`config.mk`:
```
export PLATFORM = sky130hd
export DESIGN_NAME = instruction_fetch
export DESIGN_NICKNAME = d
export VERILOG_FILES = /design/src/rtl/instruction_fetch.sv
export SDC_FILE = /design/constraint.sdc
export NUM_CORES = 1
export LEC_CHECK = 0
export CAP_MARGIN = 20
export CORE_AREA = 4 4 130 132
export CTS_BUF_LIST = sky130_fd_sc_hd__clkbuf_8 sky130_fd_sc_hd__clkbuf_16
export CTS_CLUSTER_DIAMETER = 120
export DETAILED_ROUTE_END_ITERATION = 10
export DIE_AREA = 0 0 134 136
export PLACE_DENSITY = 0.8
export SLEW_MARGIN = 30
export SYNTH_ARGS = -nofsm -noshare
export SYNTH_HDL_FRONTEND = slang
export SYNTH_SLANG_ARGS = --single-unit
```
`constraint.sdc`:
```
create_clock -name clk -period 3.24 [get_ports clk]
set_clock_uncertainty 0.2 [all_clocks]
set_input_delay 0.648 -clock clk [delete_from_list [all_inputs] [get_ports clk]]
set_output_delay 0.648 -clock clk [all_outputs]
set_load 0.005 [all_outputs]
```
`src/rtl/instruction_fetch.sv`:
```
// Fetch stage: owns the PC, issues word reads to instruction memory and buffers
// one returned instruction for decode; also computes jump/branch redirect targets.
module instruction_fetch #(
    parameter logic [31:0] RESET_PC = 32'h0000_0000
) (
    input  logic        clk,
    input  logic        rst,
    output logic        imem_req_valid,
    input  logic        imem_req_ready,
    output logic [31:0] imem_addr,
    input  logic        imem_resp_valid,
    input  logic [31:0] imem_resp_data,
    output logic        if_valid,
    input  logic        if_ready,
    output logic [31:0] if_instruction,
    output logic [31:0] if_pc,
    output logic [31:0] if_pc_plus4,
    input  logic        redir_jump,
    input  logic        redir_branch,
    input  logic [31:0] redir_pc4,
    input  logic [25:0] redir_adr,
    input  logic [15:0] redir_imm
);

    typedef enum logic {S_REQ, S_WAIT} state_t;

    state_t      state;
    state_t      state_next;
    logic [31:0] pc;
    logic        drop;
    logic        redir;
    logic [31:0] redir_target;
    logic        req_fire;
    logic        load;

    assign redir = redir_jump | redir_branch;

    // Jump wins over branch when both are asserted.
    always_comb begin
        if (redir_jump) begin
            redir_target = {redir_pc4[31:28], redir_adr, 2'b00};
        end else begin
            redir_target = redir_pc4 + {{14{redir_imm[15]}}, redir_imm, 2'b00};
        end
    end

    always_ff @(posedge clk) begin
        if (rst) begin
            state <= S_REQ;
        end else begin
            state <= state_next;
        end
    end

    always_comb begin
        state_next = state;
        case (state)
            S_REQ:  if (req_fire) state_next = S_WAIT;
            S_WAIT: if (imem_resp_valid) state_next = S_REQ;
        endcase
    end

    // NOTE: every output of a combinational block gets a default first, so no latch is inferred.
    always_comb begin
        imem_req_valid = 1'b0;
        if (!rst && state == S_REQ && !redir && (!if_valid || if_ready)) begin
            imem_req_valid = 1'b1;
        end
    end

    assign imem_addr = pc;
    assign req_fire  = imem_req_valid & imem_req_ready;
    assign load      = (state == S_WAIT) && imem_resp_valid && !drop && !redir;

    // A redirect flushes the output register even if decode consumes it this cycle.
    always_ff @(posedge clk) begin
        if (rst) begin
            pc             <= RESET_PC;
            drop           <= 1'b0;
            if_valid       <= 1'b0;
            if_instruction <= 32'h0;
            if_pc          <= 32'h0;
            if_pc_plus4    <= 32'h0;
        end else if (redir) begin
            pc       <= redir_target;
            if_valid <= 1'b0;
            if (state == S_WAIT) begin
                drop <= !imem_resp_valid;
            end
        end else begin
            if (load) begin
                if_instruction <= imem_resp_data;
                if_pc          <= pc;
                if_pc_plus4    <= pc + 32'd4;
                if_valid       <= 1'b1;
                pc             <= pc + 32'd4;
            end else if (if_valid && if_ready) begin
                if_valid <= 1'b0;
            end
            if (state == S_WAIT && imem_resp_valid) begin
                drop <= 1'b0;
            end
        end
    end

endmodule

```
==> impl_metrics.env <==
export IMPL_hold_viol=0
export IMPL_place_port_buffers=242
export IMPL_worstPathRequired_ps=2390
export IMPL_worstSkewPairLatency_ps=420
export IMPL_clkTransAtPathRegs_ps=60
export IMPL_htreeDepth=4
export IMPL_dr_total_vias=7824
export IMPL_start_util_pct=45.53
export IMPL_grt_max_degree=79
export IMPL_via_per_inst=5.392
export IMPL_synth_seq_cells=129
export IMPL_place_inst=1418
export IMPL_maxSlewHeadroom_pct=44.25
export IMPL_multi_input_area_mm2=0.004267
export IMPL_die_area_mm2=0.01822
export IMPL_drt_first_pass_iters=6
export IMPL_ys_types=60
export IMPL_tightest_slew_ps=836.2
export IMPL_postPlaceCellArea_mm2=0.01032
export IMPL_grt_pass1_wl_mm=38.11
export IMPL_seq_area_frac_synth_pct=36.10
export IMPL_syn_num_nets=1078
export IMPL_cp_start_kind="input port"
export IMPL_cp_common_cell="clkdlybuf4s50_1"
export IMPL_synthTopCellsByCount="nand2_1, dfxtp_1, a21oi_1"
export IMPL_ctsHoldBuffers=0
export IMPL_core_mm2=0.01571
export IMPL_ys_flop_type="dfxtp_1"
export IMPL_cp_max_fo=2
export IMPL_postSynthCellCount=934
export IMPL_cp_slowest_cell="clkdlybuf4s50_1"
export IMPL_irDropWorstVdd_v=0.0003368
export IMPL_track_usage_pct=25.84
export IMPL_fin_cells=1451
export IMPL_synth_top_cells_by_area="dfxtp_1, nand2_1, a21oi_1, ha_1, nor2_1"
export IMPL_finalWorstSetupSlack_ps=126.6
export IMPL_critPathKind="input port to primary output"
export IMPL_drv_cap=0
export IMPL_status="finished, final reports clean"
export IMPL_yosysWarnings=0
export IMPL_dp_slack_ps=-430.0
export IMPL_netlist_area_leader_share_pct=36.10
export IMPL_synth_edf_count=0
export IMPL_ff2ff_path_depth=10
export IMPL_async_reset_ff_share_pct=0
export IMPL_cts_tree="yes"
export IMPL_final_setup_tns_ps=0
export IMPL_fmax_mhz=321.2
export IMPL_min_path_cells=2
export IMPL_max_stage_delay_ps=500
export IMPL_drive_gt1_share_pct=11.26
export IMPL_drt_initial_drc_count=623
export IMPL_drt_total_wl_mm=24.17
export IMPL_rsz0062_at_grt="yes"
export IMPL_powerDensity_mw_per_mm2=447.3
export IMPL_fp_row_count=46
export IMPL_ant_nets=0
export IMPL_path_cells="clkdlybuf4s50_1, nor2_1, nand2_1, nor3_2, buf_4, clkdlybuf4s50_1"
export IMPL_nFillCells=1240
export IMPL_post_drt_wl_per_cell_um=16.66
export IMPL_setup_viol=0
export IMPL_finalCritPeriodShare_pct=96.09
export IMPL_critPathCaptureType="primary output"
export IMPL_crit_buf_inv=3
export IMPL_cts_sinks=129
export IMPL_antenna_cells=0
export IMPL_critPathTopFamily="buffers and inverters"
export IMPL_p_leak_uw=0.004106
export IMPL_p_total_uw=4949
export IMPL_cts_root_buf="clkbuf_16"
export IMPL_stdcell_area_mm2=0.01107
export IMPL_die_w_um=134
export IMPL_drcViolationCount=0
export IMPL_area_growth_pct=54.67
export IMPL_synth_top_area_cell="dfxtp_1"
export IMPL_gp_congestion=0.9358
export IMPL_layout_nets=1366
export IMPL_cts_buffers=17
export IMPL_overflow=0
export IMPL_antenna_found_initial=0
export IMPL_synth_area_mm2=0.007154
export IMPL_cp_depth=6
export IMPL_die_h_um=136
export IMPL_synth_most_common_cell="nand2_1"
export IMPL_seq_area_mm2=0.002582
export IMPL_hp_class="flip-flop to flip-flop"
export IMPL_report_final_slew_viol_count=0
export IMPL_cts_buffer_depth=2
export IMPL_io_pins=243
export IMPL_avgSynthCellArea_um2=7.660
export IMPL_period_needed_ps=3113
export IMPL_grt_pass1_vias=7416
export IMPL_cp_arrival_ps=2270
export IMPL_post_dp_hpwl_mm=18.11
worst min-delay path: cells and delay by family, from the launching register on:
kind,cells,cell delay [ps]
compound gates,1,50
flops,1,300
simple gates,1,50
routing by layer:
metal	GRT usage, %	share of wire, %
met5	0	0
met4	8.514	1.9
met3	5.588	8.1
met2	43.51	48
met1	33.02	42
stage by stage:
| step | util, % | hold slack, ps |
|---|---|---|
| after global routing | 70.43 | 268.3 |
| after CTS | 70.35 | 253.6 |
| after detailed placement | 65.66 | 245.6 |
| final | 70.43 | 251.9 |
| after floorplan | - | 252.7 |
| after global placement | 65.66 | 240.9 |
where the power goes:
part           leakage [µW]  total (µW)  internal, µW  switching [µW]
combinational       0.00271         899           483             416
sequential          0.00105        1690          1630            66.6
clock              0.000354        2360          1640             715
final cells by class:
type,count,share of cell area [%]
multi-input combinational,728,38.56
timing repair buffer,333,28.61
sequential,129,23.34
clock buffer,19,4.093
clock inverter,13,2.521
tap,216,2.442
inverter,13,0.4410
cell usage in the layout (no fill, tap or decap), types with 21 or more instances in the layout:
| master | synthesis | final |
|---|---|---|
| a21oi_1 | 121 | 121 |
| clkdlybuf4s50_1 | 0 | 241 |
| dfxtp_1 | 129 | 129 |
| nand2_1 | 183 | 182 |
| o21ai_0 | 21 | 21 |
| xor2_1 | 33 | 33 |
| buf_4 | 4 | 87 |
| nand3_1 | 28 | 28 |
| nor2_1 | 93 | 92 |
| xnor2_1 | 33 | 33 |
| ha_1 | 30 | 30 |
| a211oi_1 | 36 | 35 |
flip-flops by register name, summed over array words and instances, names as in the netlist:
register / count
if_instruction: 32
imem_addr: 32
if_valid: 1
drop: 1
if_pc: 32
if_pc_plus4: 30
state: 1
cells by family after synthesis:
family                   after synthesis  synth area share (%)
flip-flops                           129                 36.10
buffers and inverters                 77                 4.547
XOR/XNOR                              66                 8.080
adder cells (fa/ha/maj)               31                 5.526
AO/OA/AOI/OAI                        251                 21.95
AND/OR/NAND/NOR                      373                 22.82
multiplexers                           7                0.9794
repair_timing:
item | in CTS | in global routing
setup buffers | 0 | 1
pin swaps | 0 | 3
resized for setup | 1 | 1
endpoints found under the setup margin | 1 | 3
path summary, 6_finish.rpt:
kind	startpoint	endpoint	slack, ps
max	redir_jump	imem_req_valid	130
min	if_instruction[31]	if_instruction[31]	250
max reg2reg	imem_addr[2]	imem_addr[18]	540
min reg2reg	if_instruction[31]	if_instruction[31]	250
Power figures use the tool's default switching activity.
==> patch, RTL diff (same flow settings) <==
Reset style: asynchronous (`rst`), changed in 2 clocked blocks.
--- a/src/rtl/instruction_fetch.sv
+++ b/src/rtl/instruction_fetch.sv
@@ -45,5 +45,5 @@
     end
 
-    always_ff @(posedge clk) begin
+    always_ff @(posedge clk or posedge rst) begin
         if (rst) begin
             state <= S_REQ;
@@ -74,5 +74,5 @@
 
     // A redirect flushes the output register even if decode consumes it this cycle.
-    always_ff @(posedge clk) begin
+    always_ff @(posedge clk or posedge rst) begin
         if (rst) begin
             pc             <= RESET_PC;
Function: differs if rst is asserted again (counterexample within 4 cycles, from zero or initial values and one cycle with rst high); with rst held inactive, the same outputs for 4 cycles.
==> patch against the unedited design <==
Area after synthesis is 6.0% higher; core utilization grew 2.0 points; design area grew 2.8%; routed wire length is 7.6% lower; worst setup slack got worse by 0.084 ns; maximum frequency decreased by 2.6%; sequential cell count stayed put; critical endpoint unchanged.
Power is not compared: it rests on default switching activity, and its combinational part moved more than twofold at a synthesized area within 25%.
==> patch: results (changes against the unedited design) <==
via/cell ratio 5.35 (-0.81%); Hold WC Path Type flip-flop to flip-flop; routability cong. 0.904 (-3.4%); fin nets 1,217 (-11%); syn_area_per_cell 9.76 um2 (+27%); Post-synth top cells dfrtp_1, a21oi_1, nor2_1; slowest CP cell clkdlybuf4s50_1; outcome complete, no violations; WP data arrival 2.35 ns (+0.08 ns); HPWL after DPL 17,100 um (-5.5%); leakage power ~4.9 nW; relative slew slack 0.425 (-0.0176); Syn. warnings 0 (unchanged); first-pass GRT wire length 36,000 um (-5.5%); Yosys cell types 70 (+17%); Area contributors post-synth dfrtp_1, mux2_2, ha_1; ys async rst share 1.00 (+1.00); largest net degree at the start of global routing 64 (-19%); ys flop type dfrtp_1; vias in the first global route 6,938 (-6.4%); share of layout cells above drive strength 1 0.188 (+0.0753); Placed Area 0.0107 mm2 (+4.1%); Post-Syn Nets 921 (-15%); Pre-antenna DRT Iters 5 (-1); post-CTS sizing 0 (-1); Seq/Total Area, Yosys 0.426 (+0.0647); Layout Cells excl Fill 1,302 (-10%); Max IR drop VDD 0.319 mV; Wirelength per Cell 17.1 um (+2.9%); Total Routing Usage GR 0.248 (-0.0101); antenna violations before repair 1 (+1); number of DRC markers in iteration 0 663 (+6.4%)
## patch: worst register-to-register path, stage by stage (launching register included)
cell	delay, ns
dfrtp_1	0.46
ha_1	0.30
nand3_2	0.19
or2_4	0.33
nor4_4	0.37
nand3_4	0.17
nor3_1	0.22
xor2_1	0.12
a222oi_1	0.26
nand3_1	0.11
## patch: power by group through the flow
| stage | logic, mW | clock network [mW] | registers (mW) |
|---|---|---|---|
| after CTS | 1.96 | 2.07 | 2.23 |
| after floorplan | 0.758 | 0 | 2.23 |
| final | 1.95 | 2.05 | 2.23 |
| after global placement | 1.91 | 0 | 2.23 |
| after detailed placement | 1.94 | 0 | 2.26 |
| after global routing | 2.11 | 2.15 | 2.29 |
## patch: cells by family (layout without fill, tap and decap cells)
family	Yosys count	after routing	share of synthesized area
flops	129	129	0.426
fa+ha+maj	31	31	0.0521
buf+inv	60	369	0.0340
xor+xnor	74	74	0.0855
simple gates	236	236	0.158
compound gates	179	179	0.145
mux	68	68	0.100
## patch: through the flow
step	hold slack [ns]	setup slack (ns)
global placement	0.287	-0.271
CTS	0.307	0.0500
floorplan	0.282	0.119
global route	0.309	0.00203
finish	0.302	0.0430
detailed placement	0.294	-0.347
## patch: layer usage
layer  GRT usage  up-vias  wire [um]
met3      0.0503       49       1500
met2       0.411      295      10800
li1            -     3370          -
met4      0.0931        2        699
met1       0.323     3248       9320
met5           0        -         12
## patch: area by class of cell
type	instances	area, um2
clock buffer	19	453
timing repair buffer	322	3080
fill	1167	4330
inverter	15	60.1
clock inverter	13	185
tap	216	270
multi-input combinational	588	4110
sequential	129	3230
## patch: final timing paths
path	startpoint	endpoint	slack, ns	cells past startpoint
max in group asynchronous	rst	if_pc_plus4[27]	1.66	3
worst max-delay path	redir_branch	imem_req_valid	0.04	5
min in group asynchronous	rst	drop	0.52	2
worst min register to register	if_pc[17]	if_pc[17]	0.30	1
worst min-delay path	if_pc[17]	if_pc[17]	0.30	1
worst max register to register	imem_addr[3]	imem_addr[26]	0.37	9
